===== config.mk =====
export PLATFORM = sky130hd
export DESIGN_NAME = uart_wb_tx_sched
export DESIGN_NICKNAME = d
export VERILOG_FILES = /design/src/rtl/uart_wb_tx_sched.sv
export SDC_FILE = /design/constraint.sdc
export NUM_CORES = 1
export LEC_CHECK = 0
export ABC_CLOCK_PERIOD_IN_PS = 1830
export CORE_MARGIN = 2
export CORE_UTILIZATION = 30
export CTS_CLUSTER_SIZE = 25
export DETAILED_ROUTE_END_ITERATION = 6
export PLACE_DENSITY = 0.83
export SETUP_SLACK_MARGIN = 0.02
export SYNTH_ARGS = -nofsm -noshare
export SYNTH_HDL_FRONTEND = slang
export SYNTH_SLANG_ARGS = --single-unit

===== constraint.sdc =====
create_clock -name clk_i -period 1.83 [get_ports clk_i]
set_input_delay 0.366 -clock clk_i [delete_from_list [all_inputs] [get_ports clk_i]]
set_output_delay 0.366 -clock clk_i [all_outputs]
set_load 0.05 [all_outputs]

===== src/rtl/uart_wb_tx_sched.sv =====
// Schedules bytes from two requesters onto a Wishbone-attached UART: init, poll TX-full, write DATA.
// Optional bus timeout watchdog enabled by defining UART_SCHED_TIMEOUT_EN.
module uart_wb_tx_sched #(
    parameter logic [15:0] PRESCALE  = 16'd2,
    parameter logic [31:0] CTRL_INIT = 32'h1
) (
    input  logic        clk_i,
    input  logic        rst_i,
    output logic [31:0] adr_o,
    output logic [31:0] dat_o,
    input  logic [31:0] dat_i,
    output logic [3:0]  sel_o,
    output logic        cyc_o,
    output logic        stb_o,
    output logic        we_o,
    input  logic        ack_i,
    input  logic        req0_valid,
    input  logic [7:0]  req0_data,
    output logic        req0_ready,
    input  logic        req1_valid,
    input  logic [7:0]  req1_data,
    output logic        req1_ready,
    output logic        init_done,
    output logic        busy,
    output logic        err
);

    localparam logic [31:0] ADR_DATA = 32'h0000_0000;
    localparam logic [31:0] ADR_PS   = 32'h0000_0004;
    localparam logic [31:0] ADR_CTRL = 32'h0000_0100;
    localparam logic [31:0] ADR_RIS  = 32'h0000_0200;

    typedef enum logic [2:0] {INIT_PS, INIT_CTRL, IDLE, POLL, WRITE} state_t;

    state_t      state, state_nx;
    logic        cyc_q;
    logic [31:0] adr_q, dat_q;
    logic        we_q;
    logic        grant, grant_nx, prio;
    logic [7:0]  byte_q;
    logic        init_q;
    logic        tmo;
    logic        done;
    logic        launch;
    logic [31:0] bus_adr, bus_dat;
    logic        bus_we;
    logic        wr_ack;

    // ack_i only counts while a cycle is open, so stray acks are ignored.
    assign done   = cyc_q && (ack_i || tmo);
    assign launch = (state != IDLE) && !cyc_q;
    assign wr_ack = (state == WRITE) && cyc_q && ack_i;

    always_comb begin
        state_nx = state;
        grant_nx = grant;
        bus_adr  = ADR_DATA;
        bus_dat  = 32'h0;
        bus_we   = 1'b0;
        case (state)
            INIT_PS: begin
                bus_adr = ADR_PS;
                bus_dat = {16'h0, PRESCALE};
                bus_we  = 1'b1;
                if (done) state_nx = INIT_CTRL;
            end
            INIT_CTRL: begin
                bus_adr = ADR_CTRL;
                bus_dat = CTRL_INIT;
                bus_we  = 1'b1;
                if (done) state_nx = IDLE;
            end
            IDLE: begin
                if (req0_valid || req1_valid) begin
                    state_nx = POLL;
                    if (prio == 1'b0) grant_nx = req0_valid ? 1'b0 : 1'b1;
                    else              grant_nx = req1_valid ? 1'b1 : 1'b0;
                end
            end
            POLL: begin
                bus_adr = ADR_RIS;
                // A timed-out or TX-full poll simply stays here and relaunches.
                if (done && ack_i && !dat_i[0]) state_nx = WRITE;
            end
            WRITE: begin
                bus_adr = ADR_DATA;
                bus_dat = {24'h0, byte_q};
                bus_we  = 1'b1;
                if (done) state_nx = IDLE;
            end
            default: state_nx = INIT_PS;
        endcase
    end

    always_ff @(posedge clk_i or posedge rst_i) begin
        if (rst_i) begin
            state  <= INIT_PS;
            cyc_q  <= 1'b0;
            adr_q  <= 32'h0;
            dat_q  <= 32'h0;
            we_q   <= 1'b0;
            grant  <= 1'b0;
            prio   <= 1'b0;
            byte_q <= 8'h0;
            init_q <= 1'b0;
        end else begin
            state <= state_nx;
            if (launch) begin
                cyc_q <= 1'b1;
                adr_q <= bus_adr;
                dat_q <= bus_dat;
                we_q  <= bus_we;
            end else if (done) begin
                cyc_q <= 1'b0;
            end
            if (state == IDLE && state_nx == POLL) begin
                grant  <= grant_nx;
                prio   <= ~grant_nx;
                byte_q <= grant_nx ? req1_data : req0_data;
            end
            if (state == INIT_CTRL && done) init_q <= 1'b1;
        end
    end

`ifdef UART_SCHED_TIMEOUT_EN
    logic [7:0] tmo_cnt;
    logic       err_q;

    // Fires on the 255th consecutive unacknowledged cycle.
    assign tmo = cyc_q && !ack_i && (tmo_cnt == 8'd254);

    always_ff @(posedge clk_i or posedge rst_i) begin
        if (rst_i) begin
            tmo_cnt <= 8'h0;
            err_q   <= 1'b0;
        end else begin
            if (!cyc_q || ack_i || tmo) tmo_cnt <= 8'h0;
            else                        tmo_cnt <= tmo_cnt + 8'd1;
            if (tmo) err_q <= 1'b1;
        end
    end

    assign err = err_q;
`else
    assign tmo = 1'b0;
    assign err = 1'b0;
`endif

    assign adr_o      = adr_q;
    assign dat_o      = dat_q;
    assign we_o       = we_q;
    assign cyc_o      = cyc_q;
    assign stb_o      = cyc_q;
    assign sel_o      = 4'hF;
    assign req0_ready = wr_ack && !grant;
    assign req1_ready = wr_ack && grant;
    assign init_done  = init_q;
    assign busy       = (state == POLL) || (state == WRITE);

endmodule


== Word level (Yosys, flattened, before mapping) ==
Cells that the tools add are included.
W data, S select, Z words.

* Bitwise operators: 1
* Reduce and logical (&&, ||, !) cells: 19
* Eq/ne operators: 6
* Multiplexer cells: 16

{| class="wikitable"
|+ Operators by type and width
! operator !! count
|-
| $pmux W10 S3 || 1
|-
| $pmux W8 S3 || 1
|-
| $mux W3 || 4
|-
| $pmux W3 S4 || 1
|-
| $logic_and A1 B1 Y1 || 10
|-
| $eq A3 B2 Y1 const B || 3
|-
| $mux W1 || 8
|-
| $mux W8 || 1
|-
| $eq A3 B1 Y1 const B || 1
|-
| $eq A3 B3 Y1 const B || 1
|-
| $logic_not A1 Y1 || 3
|-
| $logic_not A3 Y1 || 1
|-
| $ne A3 B2 Y1 const B || 1
|-
| $reduce_or A3 Y1 || 1
|-
| $logic_or A1 B1 Y1 || 2
|-
| $reduce_bool A2 Y1 || 1
|-
| $reduce_or A2 Y1 || 1
|-
| $not A1 Y1 || 1
|}

* Logic and storage cells: 51
* Register bits: 80
* Input port bits: 53

== Logic depth before layout (Yosys ltp) ==
* Depth after elaboration: 7
* Gate-level depth with buffers: 6

== Least setup slack after synthesis ==
OpenSTA, ideal clock, no wires.

* Path type: register to output
* Start: register cyc_q (netlist: cyc_o)
* End: output req0_ready
* Path slack: -0.520 ns
* Stages on the path, launching flop included: 3
* Data arrival time: 1.984 ns
* Required time: 1.464 ns
* Cells stage by stage: dfrtp_1 -> nand2_1 -> nor3_1

* Word-level cells in the longest chain between the ends: 3

{| class="wikitable"
|+ Ends and longest elaborated chain
! element !! line !! RTL
|-
| start, declared || 36 || <nowiki>logic cyc_q;</nowiki>
|-
| start signal, assigned || 98 || <nowiki>cyc_q <= 1'b0;</nowiki>
|-
| start signal, assigned || 109 || <nowiki>cyc_q <= 1'b1;</nowiki>
|-
| start signal, assigned || 114 || <nowiki>cyc_q <= 1'b0;</nowiki>
|-
| $logic_and A1 B1 Y1 (2 in series) || 52 || <nowiki>assign wr_ack = (state == WRITE) && cyc_q && ack_i;</nowiki>
|-
| $logic_and A1 B1 Y1 || 155 || <nowiki>assign req0_ready = wr_ack && !grant;</nowiki>
|-
| end, declared || 19 || <nowiki>output logic req0_ready,</nowiki>
|}

No other way between the ends.

== Worst setup path in the final report ==
* Start: register state[0]
* End: output busy

* Word-level cells in the longest chain between the ends: 2
* Elaborated cells between the ends (all ways): 3
* Those cells by class: eq/ne (2); reduce/logical (1)

{| class="wikitable"
|+ Ends and longest elaborated chain
! element !! line !! RTL
|-
| start, declared || 35 || <nowiki>state_t state, state_nx;</nowiki>
|-
| start signal, assigned || 107 || <nowiki>state <= state_nx;</nowiki>
|-
| $eq A3 B2 Y1 or $eq A3 B3 Y1 (tied branches) || 158 || <nowiki>assign busy = (state == POLL) || (state == WRITE);</nowiki>
|-
| $logic_or A1 B1 Y1 * || 158 ||
|-
| end, declared || 24 || <nowiki>output logic busy,</nowiki>
|}

Mark *: on every way between the ends. The rest lies on a longest branch, timed or not.

==> metrics.txt <==
largest net degree at the start of global routing=28; Placed Cells=295; unrepaired setup endpoints after global routing=false; Final HPWL DP=2.663 mm; Slew Limit Fails=0; yosys synthesis warning count=0; synthesized area per cell=9.144 um2; die height=between 70 and 80 um; Antenna Nets Post-Route=0; port buffer count=39; first-pass GRT wire length=5.278 mm; clk root buf=clkbuf_8; post-synthesis sequential area ratio=39.30%; Min-Delay Path Class=input pin to async pin; share of flip-flops with an asynchronous set or reset=100.0%; Final Hold Vio Count=0; Clock transition at path regs=0.10 ns; vias in the first global route=around 1100; Yosys top cell by area=dfrtp_1; outcome=finished clean; Placed Area=0.001977 mm2; minimum clock period after layout=1.773 ns; Die Span X=79.70 um; grt total ovfl=0; vias per std cell=approximately 4.2; Commonest cells post-synth=buf_4 (61), dfrtp_1 (27), a21oi_1 (15); Setup Crit Path Kind=flop to output port; Synth Cell Area=0.001719 mm2; CTS tree=built; initial antenna violation count=0; row cnt=27; P_leak=0.9806 nW; fin cells=302; met2 routed WL=1.882 mm; TritonCTS Buffers=3; Finish-stage setup viols=0; WP data arrival=1.41 ns; Critical Path Sink Type=output port; final period utilization=96.88%; largest family of logic cells by synthesized area=buffers and inverters; core area=0.005507 mm2; Netlist cell types=32; Met1 Wirelength=1.417 mm; mux cell area share after synthesis=4.658%; wire per inst=11.81 um; IR drop worst, VDD=471.2 uV; ranking of synthesized cells by area=dfrtp_1 (39%), buf_4 (27%), mux2i_1 (4.7%), a21oi_1 (4.4%), o21ai_0 (3.2%); FF-to-FF Start=state[0]; adder-cell share of the synthesized area=0%; Crit. Startpoint=state[0]; antenna cells=0; Die ar.=0.006352 mm2; CP Launch Type=flop; layout cells sized above 1=18.70%; ys flop type=dfrtp_1; top-level port count=around 130; # nets final=284; worst endpoint required time=about 1.5 ns; htree depth=1; number of flops mapped to enable cells by yosys=0; cts hold-fix bufs=0; Post-Route WL=between 3 and 4 mm; Crit Path Max Fanout=6; met3 WL=217 um; Bufs on Longest Clock Path=2; max_cap viols=0; routed vias=around 1300; fillcell total=~560; clk_skew=0.004777 ns; later-pin clock latency in the skew report=around 0.29 ns; Layout area overhead=20.89%; drt drc=0; top sig layer=met4; Synth Area in Compound Gates=roughly 14%; fmax=564.0 MHz; GRT Resource Usage Total=10.64%; 1st-iter DRT viols=approximately 110; Synth Area in XOR/XNOR=0%; Syn Inst Count=between 150 and 200; initial core utilization=31.22%; Simple-Gate Fraction of Synth Area=10.55%; final instance area=0.002078 mm2; clk sinks=27; gpl congestion=0.8339; #FFs+latches synth=27; DRT Pass-1 Iters=5; PwrDens=1565 mW/mm2; leading cell type by number of instances after synthesis=buf_4; Synth top area share=slightly below 40%
==> timing repair <==
action                                  4_1_cts  5_1_grt
endpoints found under the setup margin        3        2
gates resized for setup                       8        1
buffers inserted                              3        0
pin swaps                                     1        2
hold endpoints to repair                      0        0
==> critical path, cell delays in order, from the launching register on <==
cell and delay [ns]:
dfrtp_2 0.41, buf_4 0.17, inv_1 0.06, nor2_1 0.14, nand2_1 0.08, nand2_1 0.12
buf_12 0.15
==> power by group <==
group	switching (mW)	internal [mW]
Combinational	1.26	0.613
Clock	0.207	0.161
Sequential	0.177	0.834
Total	1.64	1.61
==> registers in the layout, indices dropped and copies added (netlist names) <==
register,cells
adr_o,3
byte_q,8
cyc_o,1
dat_o,8
grant,1
init_done,1
prio,1
state,3
we_o,1
==> stage by stage <==
stage	total power, mW	utilization [%]	TNS (ns)	hold WS [ns]	setup WS (ns)
6_report	3.252	37.74	0	0.4220	0.05710
4_1_cts	3.229	37.65	0	0.4343	0.04253
2_1_floorplan	2.395	-	-0.2463	0.4187	-0.1232
3_3_place_gp	2.722	35.90	-0.001300	0.4583	-0.001300
5_1_grt	3.423	37.74	0	0.4583	0.02092
3_5_place_dp	2.777	35.90	-0.003269	0.4743	-0.003269
==> per-layer routing <==
layer	GRT usage (%)	vias to the layer above
met1	12.35	605
li1	-	589
met2	19.08	60
met4	4.828	0
met5	0	-
met3	1.697	5
==> final cells by class <==
type                    instances  area (um2)  area share [%]
clock buffers                   3       41.29           1.987
multi-input cells             144       760.7           36.60
well taps                      72       90.09           4.335
inverters                       8       30.03           1.445
flip-flops and latches         27       679.4           32.69
repair buffers                 47       467.9           22.52
clock inverters                 1       8.758          0.4214
==> worst paths after layout <==
path,end,slack (ns),cells past startpoint
setup / recovery,busy,0.06,6
hold / removal,dat_o[3],0.42,3
setup reg to reg,byte_q[2],0.12,5
hold reg to reg,dat_o[0],0.49,2
max in group asynchronous,state[0],1.13,3
min in group clk_i,dat_o[0],0.49,2
==> cells by family (layout without fill, tap and decap cells) <==
| group | Yosys count | after routing |
|---|---|---|
| compound gates | 41 | 41 |
| buf+inv | 73 | 59 |
| flops | 27 | 27 |
| mux | 8 | 8 |
| other cells | 2 | 58 |
| simple gates | 37 | 37 |
==> placed cells by master (no fill, tap or decap), types with 2 or more instances in the layout <==
cell	count
a21oi_1	15
a22o_1	2
a22oi_1	4
buf_12	5
buf_4	21
clkbuf_8	3
clkdlybuf4s50_1	21
conb_1	58
dfrtp_1	24
dfrtp_2	3
inv_1	8
mux2i_1	8
nand2_1	12
nand2_2	2
nor2_1	12
nor3_4	2
o21ai_0	11
Power figures use the tool's default switching activity.
==> RTL edit, RTL diff (same flow settings) <==
Re-encode `state_t` (5 states) as one-hot, 5 bits wide.
--- a/src/rtl/uart_wb_tx_sched.sv
+++ b/src/rtl/uart_wb_tx_sched.sv
@@ -32,3 +32,3 @@
 
-    typedef enum logic [2:0] {INIT_PS, INIT_CTRL, IDLE, POLL, WRITE} state_t;
+    typedef enum logic [4:0] {INIT_PS = 5'b00001, INIT_CTRL = 5'b00010, IDLE = 5'b00100, POLL = 5'b01000, WRITE = 5'b10000} state_t;
 
Formal check against the unedited RTL: same outputs for any inputs over 10 cycles, from zero or initial values and one cycle with rst_i high; not proved beyond that.
==> RTL edit against the original RTL <==
- the flow now finishes with violations (setup timing)
- count of clock-buffer cells in the layout increased by 4
- register-to-register slack got worse by 210 ps
- power decreased by 22%
- sequential cell count increased by 2
- synthesized area increased by 6.6%
- cell area increased by 16%
- setup slack got worse by 140 ps
- wire length increased by 8.5%
- highest routed layer unchanged
==> RTL edit: results (changes against the original RTL) <==
status finished with violations; violated checks setup timing; most instantiated cells after synthesis buf_4 (59), nand2_1 (36), dfrtp_1 (28); all-layer global routing usage 0.1146 (+0.008183); Worst Setup SP state[3]$_DFF_PP0_; Cell Count, Final, Fillers Out 337 (+12%); Syn Inst Count 206 (+9.6%); met2 WL 2046 um (+8.7%); drt via density 4.285 (+2.8%); Distinct cells, synth 41 (+28%); final wirelength 3873 um (+8.5%); hold_ws 466.7 ps (+44.71 ps); PnR worst setup slack -87.81 ps (-144.9 ps); Setup crit end req0_ready; Setup-failing EPs final 11 (+11); first-pass GRT wire length 5733 um (+8.6%); Fin Setup TNS -606.2 ps (-606.2 ps); H-tree level count 2 (+1); placed cell area 2195 um^2 (+11%); worst flop-to-flop path startpoint state[1]$_DFF_PP0_; number of DRC markers in iteration 0 88 (-16%); worst clock skew 4.469 ps (-0.3075 ps); global placement routability congestion 0.8584 (+2.9%); arrival time of the worst setup path 1550 ps (+140 ps); Seq/Total Area, Yosys 0.3966 (+0.003574); post-DP HPWL 2921 um (+9.7%)
-- RTL edit: cell count changes after synthesis, sizes merged, moves of 8 or more --
cell and change:
nand2 +22, nor2 -8, mux2i -8, a21oi -10
-- RTL edit: layout make-up --
class	instances	area [um^2]
clock buffers	7	86.33
clock inverters	1	30.03
fillers	575	3515
inverters	3	11.26
multi-input cells	163	890.9
flip-flops and latches	29	729.5
well taps	75	93.84
repair buffers	59	564.3
-- RTL edit: where the power goes --
group          total [uW]  internal (uW)  switching [uW]
registers             901            786             115
logic                 949            306             644
clock network         674            443             231
total                2520           1530             989
-- RTL edit: what timing repair did --
item                       CTS  global route
hold endpoints to repair     0             0
pin swaps                    3             7
setup endpoints to repair    3            13
gates cloned                 0             0
resized for setup            3            15
setup buffers                1             2
-- RTL edit: worst max-delay path, delay by kind of cell (launching register included) --
family                 cells  cell delay, ps
flip-flops                 1             410
AND/OR/NAND/NOR            3             700
buffers and inverters      1             170
